<file path="config.mk">
export PLATFORM = sky130hd
export DESIGN_NAME = i2c_master_xfer_seq
export DESIGN_NICKNAME = d
export VERILOG_FILES = /design/src/rtl/i2c_master_xfer_seq.sv
export SDC_FILE = /design/constraint.sdc
export NUM_CORES = 1
export LEC_CHECK = 0
export CAP_MARGIN = 5
export CORE_ASPECT_RATIO = 1.1
export CORE_MARGIN = 2
export CORE_UTILIZATION = 46
export CTS_BUF_LIST = sky130_fd_sc_hd__clkbuf_4 sky130_fd_sc_hd__clkbuf_8
export DETAILED_ROUTE_END_ITERATION = 16
export PLACE_DENSITY_LB_ADDON = 0.15
export SKIP_LAST_GASP = 1
export SLEW_MARGIN = 30
export SYNTH_ARGS = -nofsm -noshare
export SYNTH_HDL_FRONTEND = slang
export SYNTH_SLANG_ARGS = --single-unit
</file>
<file path="constraint.sdc">
create_clock -name clk_i -period 2 [get_ports clk_i]
set_input_delay 0.2 -clock clk_i [delete_from_list [all_inputs] [get_ports clk_i]]
set_output_delay 0.2 -clock clk_i [all_outputs]
set_load 0.01 [all_outputs]
</file>
<file path="src/rtl/i2c_master_xfer_seq.sv">
// I2C transaction sequencer: turns one request into START/ADDR/DATA*/STOP commands for the byte-level controller.
// Optional build macro I2C_NACK_RETRY_EN enables address-NACK retries (up to RETRY_MAX).
`timescale 1ns/1ps

module i2c_master_xfer_seq #(
    parameter int LEN_W     = 8,
    parameter int RETRY_MAX = 3
) (
    input  logic             clk_i,
    input  logic             rst_i,
    input  logic             req_valid_i,
    output logic             req_ready_o,
    input  logic [6:0]       req_addr_i,
    input  logic             req_rw_i,
    input  logic [LEN_W-1:0] req_len_i,
    input  logic [7:0]       wr_data_i,
    input  logic             wr_valid_i,
    output logic             wr_ready_o,
    output logic [7:0]       rd_data_o,
    output logic             rd_valid_o,
    output logic             done_o,
    output logic             err_nack_o,
    output logic             cmd_valid_o,
    input  logic             ctrl_ready_i,
    output logic             start_o,
    output logic             stop_o,
    output logic             byte_send_o,
    output logic             byte_rcv_o,
    output logic [7:0]       byte_o,
    output logic             ack_en_o,
    input  logic             ack_received_i,
    input  logic [7:0]       rx_byte_i
);

    typedef enum logic [3:0] {
        IDLE,
        ISSUE_START, WAIT_START,
        ISSUE_ADDR,  WAIT_ADDR,
        ISSUE_WR,    WAIT_WR,
        ISSUE_RD,    WAIT_RD,
        ISSUE_STOP,  WAIT_STOP,
        DONE
    } state_t;

    state_t           state;
    logic [6:0]       addr_q;
    logic             rw_q;
    logic [LEN_W-1:0] len_q;
    logic [LEN_W-1:0] byte_cnt;
    logic             err_q;
    logic             busy_seen;
    logic             cmd_done;
    logic             last_byte;

`ifdef I2C_NACK_RETRY_EN
    localparam int RETRY_W = (RETRY_MAX < 1) ? 1 : $clog2(RETRY_MAX + 1);
    logic [RETRY_W-1:0] retry_cnt;
    logic               retry_pend;
`endif

    // A command is complete once the controller has gone busy and come back ready.
    assign cmd_done  = busy_seen && ctrl_ready_i;
    assign last_byte = (byte_cnt == len_q - 1'b1);

    // NOTE: all state and outputs are flops with async reset; update them only with <=.
    always_ff @(posedge clk_i or posedge rst_i) begin
        if (rst_i) begin
            state       <= IDLE;
            req_ready_o <= 1'b1;
            wr_ready_o  <= 1'b0;
            rd_data_o   <= '0;
            rd_valid_o  <= 1'b0;
            done_o      <= 1'b0;
            err_nack_o  <= 1'b0;
            cmd_valid_o <= 1'b0;
            start_o     <= 1'b0;
            stop_o      <= 1'b0;
            byte_send_o <= 1'b0;
            byte_rcv_o  <= 1'b0;
            byte_o      <= '0;
            ack_en_o    <= 1'b0;
            addr_q      <= '0;
            rw_q        <= 1'b0;
            len_q       <= '0;
            byte_cnt    <= '0;
            err_q       <= 1'b0;
            busy_seen   <= 1'b0;
`ifdef I2C_NACK_RETRY_EN
            retry_cnt   <= '0;
            retry_pend  <= 1'b0;
`endif
        end else begin
            // Strobes and pulses default low; each state raises what it needs for one cycle.
            wr_ready_o  <= 1'b0;
            rd_data_o   <= '0;
            rd_valid_o  <= 1'b0;
            done_o      <= 1'b0;
            err_nack_o  <= 1'b0;
            cmd_valid_o <= 1'b0;
            start_o     <= 1'b0;
            stop_o      <= 1'b0;
            byte_send_o <= 1'b0;
            byte_rcv_o  <= 1'b0;
            byte_o      <= '0;
            ack_en_o    <= 1'b0;

            if (!ctrl_ready_i) busy_seen <= 1'b1;

            case (state)
                IDLE: begin
                    if (req_valid_i) begin
                        addr_q      <= req_addr_i;
                        rw_q        <= req_rw_i;
                        len_q       <= req_len_i;
                        byte_cnt    <= '0;
                        err_q       <= 1'b0;
`ifdef I2C_NACK_RETRY_EN
                        retry_cnt   <= '0;
                        retry_pend  <= 1'b0;
`endif
                        req_ready_o <= 1'b0;
                        state       <= ISSUE_START;
                    end
                end

                ISSUE_START: begin
                    if (ctrl_ready_i) begin
                        cmd_valid_o <= 1'b1;
                        start_o     <= 1'b1;
                        busy_seen   <= 1'b0;
                        state       <= WAIT_START;
                    end
                end

                WAIT_START: if (cmd_done) state <= ISSUE_ADDR;

                ISSUE_ADDR: begin
                    if (ctrl_ready_i) begin
                        cmd_valid_o <= 1'b1;
                        byte_send_o <= 1'b1;
                        byte_o      <= {addr_q, rw_q};
                        busy_seen   <= 1'b0;
                        state       <= WAIT_ADDR;
                    end
                end

                WAIT_ADDR: begin
                    if (cmd_done) begin
                        if (ack_received_i) begin
`ifdef I2C_NACK_RETRY_EN
                            if (retry_cnt < RETRY_W'(RETRY_MAX)) retry_pend <= 1'b1;
                            else                                 err_q      <= 1'b1;
`else
                            err_q <= 1'b1;
`endif
                            state <= ISSUE_STOP;
                        end else if (len_q == '0) begin
                            state <= ISSUE_STOP;
                        end else if (rw_q) begin
                            state <= ISSUE_RD;
                        end else begin
                            state <= ISSUE_WR;
                        end
                    end
                end

                // Write data is taken only when both the controller and the stream are ready.
                ISSUE_WR: begin
                    if (ctrl_ready_i && wr_valid_i) begin
                        cmd_valid_o <= 1'b1;
                        byte_send_o <= 1'b1;
                        byte_o      <= wr_data_i;
                        wr_ready_o  <= 1'b1;
                        busy_seen   <= 1'b0;
                        state       <= WAIT_WR;
                    end
                end

                WAIT_WR: begin
                    if (cmd_done) begin
                        if (ack_received_i) begin
                            err_q <= 1'b1;
                            state <= ISSUE_STOP;
                        end else if (last_byte) begin
                            state <= ISSUE_STOP;
                        end else begin
                            byte_cnt <= byte_cnt + 1'b1;
                            state    <= ISSUE_WR;
                        end
                    end
                end

                ISSUE_RD: begin
                    if (ctrl_ready_i) begin
                        cmd_valid_o <= 1'b1;
                        byte_rcv_o  <= 1'b1;
                        ack_en_o    <= !last_byte;
                        busy_seen   <= 1'b0;
                        state       <= WAIT_RD;
                    end
                end

                WAIT_RD: begin
                    if (cmd_done) begin
                        rd_data_o  <= rx_byte_i;
                        rd_valid_o <= 1'b1;
                        if (last_byte) begin
                            state <= ISSUE_STOP;
                        end else begin
                            byte_cnt <= byte_cnt + 1'b1;
                            state    <= ISSUE_RD;
                        end
                    end
                end

                ISSUE_STOP: begin
                    if (ctrl_ready_i) begin
                        cmd_valid_o <= 1'b1;
                        stop_o      <= 1'b1;
                        busy_seen   <= 1'b0;
                        state       <= WAIT_STOP;
                    end
                end

                WAIT_STOP: begin
                    if (cmd_done) begin
`ifdef I2C_NACK_RETRY_EN
                        if (retry_pend) begin
                            retry_pend <= 1'b0;
                            retry_cnt  <= retry_cnt + 1'b1;
                            state      <= ISSUE_START;
                        end else begin
                            done_o     <= 1'b1;
                            err_nack_o <= err_q;
                            state      <= DONE;
                        end
`else
                        done_o     <= 1'b1;
                        err_nack_o <= err_q;
                        state      <= DONE;
`endif
                    end
                end

                DONE: begin
                    req_ready_o <= 1'b1;
                    state       <= IDLE;
                end

                default: begin
                    req_ready_o <= 1'b1;
                    state       <= IDLE;
                end
            endcase
        end
    end

endmodule
</file>
==> results of run 1 <==
## report_power, final
part	internal, mW	switching [mW]	total [mW]
clock network	0.765	0.460	1.22
registers	1.46	0.269	1.72
logic	1.30	1.30	2.60
total	3.52	2.03	5.55
## routing by layer
metal	vias up	part of all wire (%)	track usage [%]
met5	-	0	0
met4	0	1.8	9.75
met3	13	6.1	5.74
met2	95	51	38.8
met1	1170	41	29.1
li1	1181	-	-
## flip-flops by register name, summed over array words and instances, names as in the netlist
| name | cells |
|---|---|
| ack_en_o | 1 |
| addr_q | 7 |
| busy_seen | 1 |
| byte_cnt | 8 |
| byte_o | 8 |
| byte_rcv_o | 1 |
| byte_send_o | 1 |
| cmd_valid_o | 1 |
| done_o | 1 |
| err_nack_o | 1 |
| err_q | 1 |
| len_q | 8 |
| rd_data_o | 8 |
| rd_valid_o | 1 |
| req_ready_o | 1 |
| rw_q | 1 |
| start_o | 1 |
| state | 4 |
| stop_o | 1 |
| wr_ready_o | 1 |
## metrics by stage
step,cell area [sq um],total power [mW],setup WS [ns]
6_report,4140,5.55,-0.0808
5_1_grt,4140,5.87,-0.184
4_1_cts,4080,5.45,-0.0882
3_5_place_dp,3740,4.02,-0.0852
3_3_place_gp,3740,3.95,-0.00744
2_1_floorplan,2730,3.08,-0.0182
## critical path, cell delays in order (launching register included)
cell and delay [ns]:
dfrtp_1 0.36, inv_2 0.06, ha_4 0.19, o21ba_4 0.21, a221oi_4 0.28, a41oi_2 0.09, buf_4 0.18, nor3_4 0.22
buf_4 0.18, o21ai_0 0.10, a21oi_2 0.15
## cells by family after synthesis
kind of cell | synth area share, %
buffers and inverters | 2.61
multiplexers | 0.420
XOR/XNOR | 3.26
AO/OA/AOI/OAI | 16.6
adder cells (fa/ha/maj) | 1.40
AND/OR/NAND/NOR | 22.5
flip-flops | 53.2
## worst min path at each step
stage	startpoint	end	slack, ns
2_1_floorplan	ctrl_ready_i	busy_seen$_DFF_PP0_	0.29
5_1_grt	rst_i	wr_ready_o$_DFF_PP0_	0.30
4_1_cts	rst_i	state[2]$_DFFE_PP0P_	0.26
3_5_place_dp	addr_q[5]$_DFFE_PP0P_	addr_q[5]$_DFFE_PP0P_	0.46
6_report	rst_i	wr_ready_o$_DFF_PP0_	0.24
3_3_place_gp	addr_q[5]$_DFFE_PP0P_	addr_q[5]$_DFFE_PP0P_	0.46
## final cells by class
type	count	share of cell area, %
sequential	57	34.5
multi-input combinational	196	32.5
timing repair buffer	111	24.4
clock buffer	11	3.65
tap	77	2.33
clock inverter	5	1.87
inverter	8	0.725
## cell usage after synthesis (2+ instances only)
library cell	instances	area, sq um
a32o_1	2	20.0
clkbuf_1	8	30.0
o211ai_1	2	15.0
o21ai_1	3	15.0
nor2_1	17	63.8
o31ai_1	4	30.0
nand4_1	3	18.8
xor2_1	7	61.3
buf_2	2	10.0
nand2_1	55	206
o21ai_0	10	50.1
and2_1	11	68.8
dfrtp_1	56	1400
a21oi_1	14	70.1
a31oi_1	2	12.5
nor3_1	5	25.0
ha_1	3	37.5
nand3_1	3	15.0
a22o_1	8	70.1
a211oi_1	3	22.5
inv_1	8	30.0
xnor2_1	3	26.3
and3_1	3	18.8
or3_1	5	31.3
or2_2	2	12.5
o32a_1	2	20.0
a211o_1	2	17.5
nor2b_1	4	25.0
## timing repair
| action | 4_1_cts | 5_1_grt |
|---|---|---|
| cloned | 0 | 0 |
| gates resized for setup | 15 | 12 |
| pin swaps | 17 | 11 |
| setup buffers | 5 | 1 |
| endpoints found under the setup margin | 11 | 11 |
==> summary.md, run 1 <==
| Metric | Value |
|---|---|
| Util after Layout | 72.7% |
| Cells after DPL | 443 |
| Fill cell count | 420 |
| Most common cell after layout, fill and taps aside | clkdlybuf4s50_1 |
| CTS Buf Count | 9 |
| H-Tree Depth | 3 |
| Status | finished, violations left |
| Required time worst endpoint | 2.26 ns |
| Vias in the first global route | 2381 |
| FFs w/ async S/R, synth | 100% |
| Starting Density | 47.1% |
| P per Cell Area | 1340 nW/um^2 |
| Share of cells above drive strength 1 | 25.5% |
| Critical Path Source | len_q[1]$_DFFE_PP0P_ |
| First-pass GRT wire length | 11.6 mm |
| Period minus WS final | 2.08 ns |
| Syn Nets | 312 |
| Hold slack | 0.243 ns |
| Fmax | 481 MHz |
| Die area | 6460 sq um |
| Antenna Violating Nets Remaining | 0 |
| Port bufs | 64 |
| Die height | 84.1 microns |
| R2r endpoint | byte_cnt[0]$_DFFE_PP0P_ |
| Synthesized flop and latch total | 57 |
| Max-cap violations | 0 |
| Vias/cell | 5.29 |
| Routability Congestion | 0.878 |
| Min setup slack post-route | -0.0808 ns |
| DRT iter0 DRCs | 121 |
| R2r worst-path depth | 10 |
| Mapped Cells | 271 |
| Nets | 424 |
| Top_reg_cell synth | dfrtp_1 |
| CTS tree | built |
| HPWL Detailed | 5.08 mm |
| FP Rows | 29 |
| Largest net degree at the start of global routing | 58 |
| Register area share after synthesis | 53.2% |
| Worst setup path endpoint | byte_cnt[0]$_DFFE_PP0P_ |
| Clk buf depth | 2 |
| R2R Setup Slk | -0.08 ns |
| Final Hold Viols | 0 |
| Area Growth Syn to Fin | 54.4% |
| DRT Wirelength | 7.24 mm |
| Tot GR Track Use | 23.3% |
| Wire per inst | 15.6 microns |
| Clk slew on worst S/H paths | 0.07 ns |
| Critical path class | register to register |
| Startpoint Class | register |
| Critical path peak fanout | 5 |
| Most frequent cells in the layout | clkdlybuf4s50_1, nand2_1, dfrtp_1 |
| Synth warnings | 0 |
| Ports | 65 |
| Initial antenna violation count | 0 |
| Clock Sinks | 57 |
| Pre-Repair DR Iteration Count | 5 |
| CTS hold repair buffers | 0 |
| Register area | 1430 sq um |
| Clock skew | 0.00879 ns |
| DRC | 0 |
| Arrival time worst endpoint | 2.34 ns |
| Pleak | 1.88 nW |
| Multi-input logic area | 1350 sq um |
| Die width | 76.8 microns |
| Worst-Margin Slew | 0.395 ns |
| Hold Crit Class | input pin to asynchronous set/reset pin |
| Final Cycle Share | 104% |
| Core area | 5700 sq um |
| Failing checks | setup timing |
| Clk Latency, worst-skew pair | 0.33 ns |
| Final non-filler cell total | 465 |
| Distinct cells, synth | 52 |
| EDFF count, synth | 0 |
| Critical Path Sink Type | register |
| Worst slew margin | 73.4% |
| # diodes | 0 |
| Synthesized area per cell | 9.90 sq um |
| Reg2reg start | len_q[1]$_DFFE_PP0P_ |
| Setup-failing EPs final | 10 |
| Vias | 2459 |
| Slew Viols, Final | 0 |
| Root buf cell | clkbuf_8 |
| Peak VDD IR | 0.000915 V |
| Setup TNS | -0.422 ns |
| RSZ-0062 raised after global routing | yes |
| GR Overflow Total | 0 |
| Mapped cell area | 2680 sq um |
(Power assumes the default switching activity.)
==> inputs of run 2 (changes only) <==
- SKIP_LAST_GASP: 1 -> unset
==> run 2 against run 1 <==
Compared with the run above: the flow still finishes with violations (setup timing); largest cell class unchanged; fmax is essentially flat; setup slack lost 0.0013 ns; hold slack lost 0.0087 ns; core utilization grew 0.68 points; routed wire length grew 0.30%; critical endpoint is now state[1]$_DFFE_PP0P_; first-iteration DRC count grew 1.7%; register-to-register slack is essentially flat; via count grew 0.20%; design area grew 0.94%; total power grew 0.36%; count of clock-buffer cells in the layout is the same.
==> summary.md, run 2 (synthesis gave the netlist of run 1 again) <==
| Metric | Value |
|---|---|
| Status | finished, violations left |
| Failing checks | setup timing |
| Area Growth Syn to Fin | 55.8% |
| Most frequent cells in the layout | clkdlybuf4s50_1, nand2_1, dfrtp_1 |
| Arrival time worst endpoint | 2.31 ns |
| DRC | 0 |
| Port bufs | 64 |
| Util after Layout | 73.4% |
| Critical Path Sink Type | register |
| Pleak | 1.89 nW |
| Starting Density | 47.1% |
| Final non-filler cell total | 465 |
| Most common cell after layout, fill and taps aside | clkdlybuf4s50_1 |
| Startpoint Class | register |
| Critical path class | register to register |
| H-Tree Depth | 3 |
| Cells after DPL | 443 |
| GR Util met1 | 29.1% |
| Vias/cell | 5.30 |
| Pre-Repair DR Iteration Count | 4 |
| Met3 Use GR | 5.74% |
| Clk Latency, worst-skew pair | 0.34 ns |
| Bufs and invs on worst path | 2 |
| Final Cycle Share | 104% |
| Register area | 1430 sq um |
| Largest net degree at the start of global routing | 58 |
| FP Rows | 29 |
| CTS tree | built |
| Fmax | 480 MHz |
| HPWL Detailed | 5.08 mm |
| Antenna Violating Nets Remaining | 0 |
| Die height | 84.1 microns |
| P per Cell Area | 1330 nW/um^2 |
| DRT Wirelength | 7.26 mm |
| Total power | 5.57 mW |
| Clock Sinks | 57 |
| Critical path peak fanout | 5 |
| Vias in the first global route | 2381 |
| Worst path cell trace | inv_2, ha_4, o21ba_4, a221oi_4, a41oi_2, buf_4, nor3_4, o31ai_1, mux2_2 |
| Die width | 76.8 microns |
| Share of cells above drive strength 1 | 26.8% |
| Hold Crit Class | input pin to asynchronous set/reset pin |
| Worst path slowest cell | dfrtp_1 |
| First-pass GRT wire length | 11.6 mm |
| Ports | 65 |
| Required time worst endpoint | 2.23 ns |
| Nets | 424 |
| Peak VDD IR | 0.000881 V |
| Period minus WS final | 2.08 ns |
| Routability Congestion | 0.878 |
| Critical path's top delay family | compound AO/OA/AOI/OAI gates |
| Placement Setup Slack | -0.0852 ns |
| CTS hold repair buffers | 0 |
| Slew Viols, Final | 0 |
| DRT iter0 DRCs | 123 |
| Tot GR Track Use | 23.3% |
| Setup-failing EPs final | 9 |
| Most Used Layer, Global Route | met2 |
| CTS Buf Count | 9 |
| GR Overflow Total | 0 |
| RSZ-0062 raised after global routing | yes |
| Vias | 2464 |
| Min setup slack post-route | -0.0821 ns |
| # diodes | 0 |
| Wire per inst | 15.6 microns |
| Clk buf depth | 2 |
| Core area | 5700 sq um |
| Root buf cell | clkbuf_8 |
| Fill cell count | 410 |
| GR met2 Demand/Resource | 38.8% |
| Max-cap violations | 0 |
| Die area | 6460 sq um |
| Worst slew margin | 73.5% |
| Multi-input logic area | 1380 sq um |
| Worst-Margin Slew | 0.395 ns |
| Clk slew on worst S/H paths | 0.07 ns |
| Initial antenna violation count | 0 |
| Clock skew | 0.00893 ns |
| Setup TNS | -0.424 ns |
| Final Hold Viols | 0 |
| Slowest stage delay, CP | 0.36 ns |
## run 2: changes by cell type in the layout (fill, tap and decap cells not counted)
cell     delta
nor2_1      -1
or3_1       -1
a21oi_1     -1
o21ai_4     +1
a21oi_2     +1
buf_6       +3
nor3_2      +1
nor3_1      -1
buf_4       -3
o21ai_0     -1
nor2_2      +1
or3_4       +1
## run 2: final timing paths
check                                      start  depth (start not counted)                 endpoint  slack (ns)
setup / recovery            len_q[1]$_DFFE_PP0P_                          9     state[1]$_DFFE_PP0P_       -0.08
hold / removal                             rst_i                          3     wr_ready_o$_DFF_PP0_        0.23
setup reg to reg            len_q[1]$_DFFE_PP0P_                          9     state[1]$_DFFE_PP0P_       -0.08
hold reg to reg            addr_q[5]$_DFFE_PP0P_                          2    addr_q[5]$_DFFE_PP0P_        0.48
max in group asynchronous                  rst_i                          3  req_ready_o$_DFFE_PP1P_        1.47
min in group clk_i                  req_len_i[3]                          3     len_q[3]$_DFFE_PP0P_        0.38
## run 2: where the power goes
part	switching [mW]	internal, mW
clock	0.466	0.764
sequential	0.268	1.46
combinational	1.31	1.31
## run 2: layout make-up
type / count / share of cell area (%)
inverters: 8 / 0.718
clock inverters: 5 / 1.86
repair buffers: 111 / 24.4
clock buffers: 11 / 3.62
multi-input cells: 196 / 32.9
flip-flops and latches: 57 / 34.2
well taps: 77 / 2.30
## run 2: worst reg2reg max path, stage by stage, from the launching register on
cell and delay (ns):
dfrtp_1 0.36, inv_2 0.06, ha_4 0.19, o21ba_4 0.20
a221oi_4 0.27, a41oi_2 0.09, buf_4 0.18, nor3_4 0.27
o31ai_1 0.10, mux2_2 0.26
## run 2: metrics by stage
step | hold WS, ns | area [sq um]
2_1_floorplan | 0.291 | 2730
3_3_place_gp | 0.459 | 3740
3_5_place_dp | 0.464 | 3740
4_1_cts | 0.258 | 4080
5_1_grt | 0.299 | 4180
6_report | 0.234 | 4180
## run 2: timing repair
item | in CTS | in global routing
gates resized for setup | 16 | 21
hold endpoints to repair | 0 | 0
buffers inserted | 5 | 1
pin swaps | 17 | 13
setup endpoints to repair | 11 | 11
## run 2: routing by layer
layer  share of wire (%)  routed length (microns)  up-vias
met5                   0                        0        -
met3                 5.9                      428       17
met1                  41                     2970     1180
met4                 2.2                      161        0
met2                  51                     3710       89
li1                    -                        -     1178
